<file path="config.mk">
export PLATFORM = sky130hd
export DESIGN_NAME = pipe_reg_m
export DESIGN_NICKNAME = d
export VERILOG_FILES = /design/src/rtl/pipe_reg_m.sv
export SDC_FILE = /design/constraint.sdc
export NUM_CORES = 1
export LEC_CHECK = 0
export CAP_MARGIN = 20
export CORE_MARGIN = 3
export CORE_UTILIZATION = 51
export CTS_BUF_LIST = sky130_fd_sc_hd__clkbuf_16
export CTS_CLUSTER_SIZE = 14
export DETAILED_ROUTE_END_ITERATION = 8
export GPL_TIMING_DRIVEN = 1
export PLACE_DENSITY = 0.86
export SKIP_CTS_REPAIR_TIMING = 1
export SLEW_MARGIN = 15
export SYNTH_ARGS = -nofsm -noshare
export SYNTH_HDL_FRONTEND = slang
export SYNTH_SLANG_ARGS = --single-unit
</file>
<file path="constraint.sdc">
create_clock -name clk -period 2.03 [get_ports clk]
set_clock_uncertainty 0.15 [all_clocks]
set_input_delay 0.406 -clock clk [delete_from_list [all_inputs] [get_ports clk]]
set_output_delay 0.406 -clock clk [all_outputs]
set_load 0.005 [all_outputs]
</file>
<file path="src/rtl/pipe_reg_m.sv">
// ----------------------------------------------------------------------------
// pipe_reg_m -- elastic pipeline register
//
// A chain of DEPTH data stages, each with its own valid bit, and a
// valid/ready handshake on both sides. It is meant to sit between datapath
// sections (for example IF->ID or EX->MEM) where stalls and squashes happen.
//
// Behaviour:
//   - A stage loads whenever the stage after it can take its contents, or
//     when it is empty. Empty stages (bubbles) therefore collapse even while
//     the output is stalled.
//   - Sustained throughput is one word per cycle. An accepted word reaches
//     the output DEPTH cycles after acceptance when out_ready stays high.
//   - flush clears every valid bit and leaves the data untouched. The word
//     offered on the input in a flush cycle is dropped.
//   - rst clears every valid bit and loads RESET_VAL into every data stage.
//     rst has priority over flush.
//
// Parameters:
//   WIDTH      log2 of the data width; the data bus is 2**WIDTH bits
//   DEPTH      number of register stages (>= 1)
//   RESET_VAL  value loaded into every data stage on reset
//
// Ports:
//   clk        clock; all state updates on posedge
//   rst        synchronous reset, active-high
//   flush      squash all in-flight entries
//   in_valid   upstream presents in_data
//   in_ready   pipe can accept in_data this cycle
//   in_data    upstream data
//   out_valid  last stage holds a valid entry
//   out_ready  downstream accepts out_data this cycle
//   out_data   last-stage data
//   occ        occupancy, 0..DEPTH (present only when PIPE_OCC_EN is defined)
//
// Build option:
//   PIPE_OCC_EN  when defined, adds the occ port and its registered
//                occupancy counter. Without it there is no counter logic.
// ----------------------------------------------------------------------------

module pipe_reg_m #(
    parameter int                  WIDTH     = 5,
    parameter int                  DEPTH     = 2,
    parameter logic [2**WIDTH-1:0] RESET_VAL = '0
) (
    input  logic                 clk,
    input  logic                 rst,
    input  logic                 flush,
    input  logic                 in_valid,
    output logic                 in_ready,
    input  logic [2**WIDTH-1:0]  in_data,
    output logic                 out_valid,
    input  logic                 out_ready,
    output logic [2**WIDTH-1:0]  out_data
`ifdef PIPE_OCC_EN
    ,
    output logic [$clog2(DEPTH+1)-1:0] occ
`endif
);

    localparam int DW = 2**WIDTH;

    // Per-stage state; stage DEPTH-1 is the output stage.
    logic [DEPTH-1:0] valid_q;
    logic [DW-1:0]    data_q [DEPTH];

    // rdy[i] means stage i may load this cycle. rdy[DEPTH] is the downstream
    // ready signal.
    logic [DEPTH:0]   rdy;

    // The source that each stage loads from: the input port for stage 0,
    // otherwise the previous stage.
    logic [DEPTH-1:0] src_valid;
    logic [DW-1:0]    src_data [DEPTH];

    // ------------------------------------------------------------------------
    // Ready chain, built from the output back toward the input.
    // A stage can load if it is empty or if its contents move on this cycle.
    // ------------------------------------------------------------------------
    always_comb begin : ready_chain
        logic [DEPTH:0] chain;
        // NOTE: every variable assigned in always_comb gets a default value
        // first. A path that leaves it unassigned would infer a latch.
        chain        = '0;
        chain[DEPTH] = out_ready;
        for (int i = DEPTH - 1; i >= 0; i--) begin
            chain[i] = ~valid_q[i] | chain[i+1];
        end
        rdy = chain;
    end

    always_comb begin : stage_sources
        src_valid    = '0;
        src_valid[0] = in_valid;
        src_data[0]  = in_data;
        for (int i = 1; i < DEPTH; i++) begin
            src_valid[i] = valid_q[i-1];
            src_data[i]  = data_q[i-1];
        end
    end

    assign in_ready  = rdy[0];
    assign out_valid = valid_q[DEPTH-1];
    assign out_data  = data_q[DEPTH-1];

    // ------------------------------------------------------------------------
    // Stage registers.
    // Data is written only when a valid word moves in. A stage that loads a
    // bubble keeps its old data, and only its valid bit drops.
    // ------------------------------------------------------------------------
    always_ff @(posedge clk) begin
        if (rst) begin
            valid_q <= '0;
            // NOTE: the data stages are reset on purpose, so that out_data
            // shows a defined RESET_VAL after reset. A plain storage array
            // would normally be left without a reset.
            for (int i = 0; i < DEPTH; i++) begin
                data_q[i] <= RESET_VAL;
            end
        end else if (flush) begin
            // Squash only: the data stays as it is and the offered input
            // word is dropped.
            valid_q <= '0;
        end else begin
            for (int i = 0; i < DEPTH; i++) begin
                if (rdy[i]) begin
                    // NOTE: sequential state uses non-blocking assignments.
                    // Every stage then samples the pre-edge value of its
                    // neighbour, which is what makes this a shift and not a
                    // ripple-through.
                    valid_q[i] <= src_valid[i];
                    if (src_valid[i]) begin
                        data_q[i] <= src_data[i];
                    end
                end
            end
        end
    end

`ifdef PIPE_OCC_EN
    // ------------------------------------------------------------------------
    // Occupancy counter. It tracks popcount(valid_q) from the transfers
    // alone, so no adder tree over valid_q is needed. It cannot wrap: an
    // input transfer needs a free slot, and an output transfer needs a valid
    // last stage.
    // ------------------------------------------------------------------------
    localparam int OW = $clog2(DEPTH + 1);

    logic          in_xfer;
    logic          out_xfer;
    logic [OW-1:0] occ_q;

    assign in_xfer  = in_valid & in_ready;
    assign out_xfer = out_valid & out_ready;

    always_ff @(posedge clk) begin
        if (rst || flush) begin
            occ_q <= '0;
        end else begin
            case ({in_xfer, out_xfer})
                2'b10:   occ_q <= occ_q + OW'(1);
                2'b01:   occ_q <= occ_q - OW'(1);
                default: occ_q <= occ_q;
            endcase
        end
    end

    assign occ = occ_q;
`endif

endmodule

</file>
Word level (Yosys, flattened, before mapping)
Memories as Yosys holds them, arrays and structs flattened.
Index checks and enable logic that the tools add are counted.
Storage, ports and cells
  register bits after elaboration: 2
  latch bits: 0
  RAM bits: 64
  ROM bits: 0
  bits of input ports: 37
  output and inout bits: 34
  logic and storage cells: 24
  memories: 1
Memory list
  data_q: depth 2, bits a word 32, read ports 2, clocked after memory_dff 0, write ports 2, line 65  | logic [DW-1:0] data_q [DEPTH];
Cells by class
  add/subtract/negate cells: 0
  multiply operators: 0
  div/mod/pow operators: 0
  order comparisons: 0
  equality and inequality tests: 0
  shift-type cells: 0
  multiplexer cells: 14
  bitwise operators: 6
  reductions and logical operators: 1
Operator list (count)
  two-way mux 32 bit: 2
  two-way mux 1 bit: 12
  OR 1 bit: 4
  NOT 1 bit: 2
  OR reduction 2 bit: 1

Longest topological paths before layout
Gate-level depths: netlist of run 1.
  depth in word-level cells: 8
  mapped depth: 4
  mapped depth without buffers: 3

Worst setup path after synthesis of run 1
OpenSTA, ideal clock, no wires.
  kind: input -> register
  start point: input port out_ready
  end point: memory data_q[0][0] in the netlist's numbering, enable pin
  setup time: 377 ps
  arrival: 1360 ps
  required time: 1503 ps
  slack: 143 ps
  stages: 4
  buffers on the path: 1
  cells stage by stage: and3b_1 -> buf_6 -> inv_1 -> a31o_2
RTL lines
  from (decl): line 53  | input logic out_ready,
  to (decl): line 65

Worst setup path in the final report of run 1
  start point: input port out_ready
  end point: output port in_ready
On the way
  word-level cells in the longest chain between the ends: 2
RTL lines
  OR 1 bit (2 in series): line 87  | chain[i] = ~valid_q[i] | chain[i+1];
  to (decl): line 50  | output logic in_ready,
No other way between the ends.

==> qor.yml, run 1 <==
cells_and_area:
  diodes: 0
  mostFrequentLayoutCells: "69 x clkdlybuf4s50_1, 64 x edfxtp_1, 50 x nor4b_2"
  drive_above_1_share: 0.3455
  fin_nets: 278
  layout_commonest_cell: "clkdlybuf4s50_1"
  areaGrowthSynthToFinish_pct: 26.51
  final_util: 0.6876
pwr:
  leakage_nw: 1.374
  ir_drop_v: 0.0004701
  powerDensity_nw_per_um2: 776.9
logic_synthesis:
  yosysTopAreaCell: "edfxtp_1"
  synth_top_area_share: 0.5801
  ys_seq_elements: 66
  yosysUniqueCellTypes: 15
  netlist_area_um2: 3313
  syn-num-nets: 231
  synthCells: 194
  ys_seq_area_frac: 0.5921
  ys_warn_count: 0
  synth.top_cells.by_area: "edfxtp_1 58%, nor4b_2 23%, buf_4 7.3%, buf_6 3.7%, nor4b_1 3.7%"
  avgSynthCellArea_um2: 17.08
die:
  fp.dieArea_um2: 7500
  row_count: 28
  die_width_um: 86.60
  num_io_pins: 71
  core_area_um2: 6096
  start_util: 0.5435
  die-height_um: 86.60
cts:
  cts_tree: "built"
  clk_pin_slew_ns: 0.05
  h-tree-depth: 3
  numCtsBuffers: 9
  cts_max_path_buffers: 2
  numClockSinks: 66
  cts_root_buf: "clkbuf_16"
  clkLatencyLatePin_ns: 0.32
route:
  routed_wl_um: 5592
  drc: 0
  drtIter0Drc: 112
  ant_nets: 0
  vias: 1737
  vias_per_cell: 5.411
  routedWlPerCell_um: 17.42
  dr.pass1.iters: 4
timing:
  fmax_mhz: 542.0
  slew_headroom: 0.7990
  final.period_utilization: 0.9089
  finalHoldViolations: 0
  fin_tns_setup_ns: 0
  drv_slew: 0
  rsz0062_at_grt: "no"
  period_minus_slack_ns: 1.845
  tightest_slew_ns: 0.2973
  setup_violations: 0
run:
  drv_cap: 0
placement:
  port_buffers: 70
  gp_congestion: 0.7257
  hpwl_um: 3674
status:
  run_status: "finished clean"
worst_hold_path:
  min_path_type: "reg2reg"
global_route:
  antenna_found_initial: 0
  grt_usage: 0.1608
  grt_pass1_wl_um: 8880
  gr-total-overflow: 0
  grt_max_degree: 33
  grt_pass1_vias: 1760
worst_setup_path:
  worstSetupStartpointType: "input port"
  worstSetupPathType: "in2out"
  required_ns: 1.47
  critical_path.max_fanout: 2
  cp-end-kind: "output pin"
  worstPathArrival_ns: 1.29
[where the power goes]
part	switching [mW]	internal (mW)
sequential	0.0203	1.58
combinational	0.141	0.203
clock	0.510	0.799
[critical path, cell delays in order]
cell and delay, ns:
clkdlybuf4s50_1 0.41, and3b_4 0.29, inv_1 0.04, dlymetal6s2s_1 0.14
[cell usage after synthesis (all sizes together)]
master	number
inv	4
buf	51
a21oi	2
a31o	2
nor2	1
clkbuf	1
and3b	1
or2	1
edfxtp	64
dfxtp	2
nand2b	1
nor4b	64
[path summary, 6_finish.rpt]
check	from	to	slack, ns	cells after the start
max	out_ready	in_ready	0.18	4
min	valid_q[0]	valid_q[1]	0.40	2
max reg2reg	valid_q[0]	data_q[0][13]	0.35	5
min reg2reg	valid_q[0]	valid_q[1]	0.40	2
[cell families (layout without fill, tap and decap cells)]
family	count (synthesis)	count (layout)	share of synthesized area
buffers and inverters	56	108	0.1276
AOI/OAI and AO/OA	4	4	0.008309
DFF	66	66	0.5921
and+or+nand+nor	68	68	0.2719
[flip-flops by register name (all words and copies together) (netlist names)]
name	count
data_q	64
valid_q	2
[final cells by class]
type / count / area [um2]
Fill cell: 412 / 1904
Multi-Input combinational cell: 72 / 939.7
Clock buffer: 9 / 225.2
Inverter: 4 / 15.01
Sequential cell: 66 / 1962
Clock inverter: 7 / 30.03
Timing Repair Buffer: 88 / 925.9
Tap cell: 75 / 93.84
[per-layer routing]
layer  share of wire  track usage  wire length (um)  up-vias
met5               0            0                 0        -
met4           0.023       0.1062               130        0
met2            0.51       0.2476              2833       50
met3           0.043      0.03137               239        9
met1            0.43       0.2065              2389      848
li1                -            -                 -      830
[stage by stage]
step | worst slack [ns] | std cells | total power [mW] | hold WS [ns] | area [um2]
3_3_place_gp | -0.1515 | 305 | 1.967 | 0.3512 | 3934
2_1_floorplan | 0.1434 | 194 | 1.824 | 0.3089 | 3313
3_5_place_dp | -0.1445 | 305 | 1.978 | 0.4012 | 3934
5_1_grt | 0.1344 | 321 | 3.375 | 0.4200 | 4192
4_1_cts | -0.1584 | 321 | 3.295 | 0.4095 | 4189
6_report | 0.1850 | 321 | 3.257 | 0.4032 | 4192
No activity file was read; power rests on OpenSTA's default activity.
==> run 2: changes to the inputs <==
Settings changed: SKIP_LAST_GASP from default to 1.
==> results of run 2 <==
No change in the layout: final DEF, timing and power equal those of run 1.
==> run 3: changes to the inputs <==
Settings changed: SLEW_MARGIN 15 to 20.
==> results of run 3 <==
No change in the layout: final DEF, timing and power equal those of run 1.
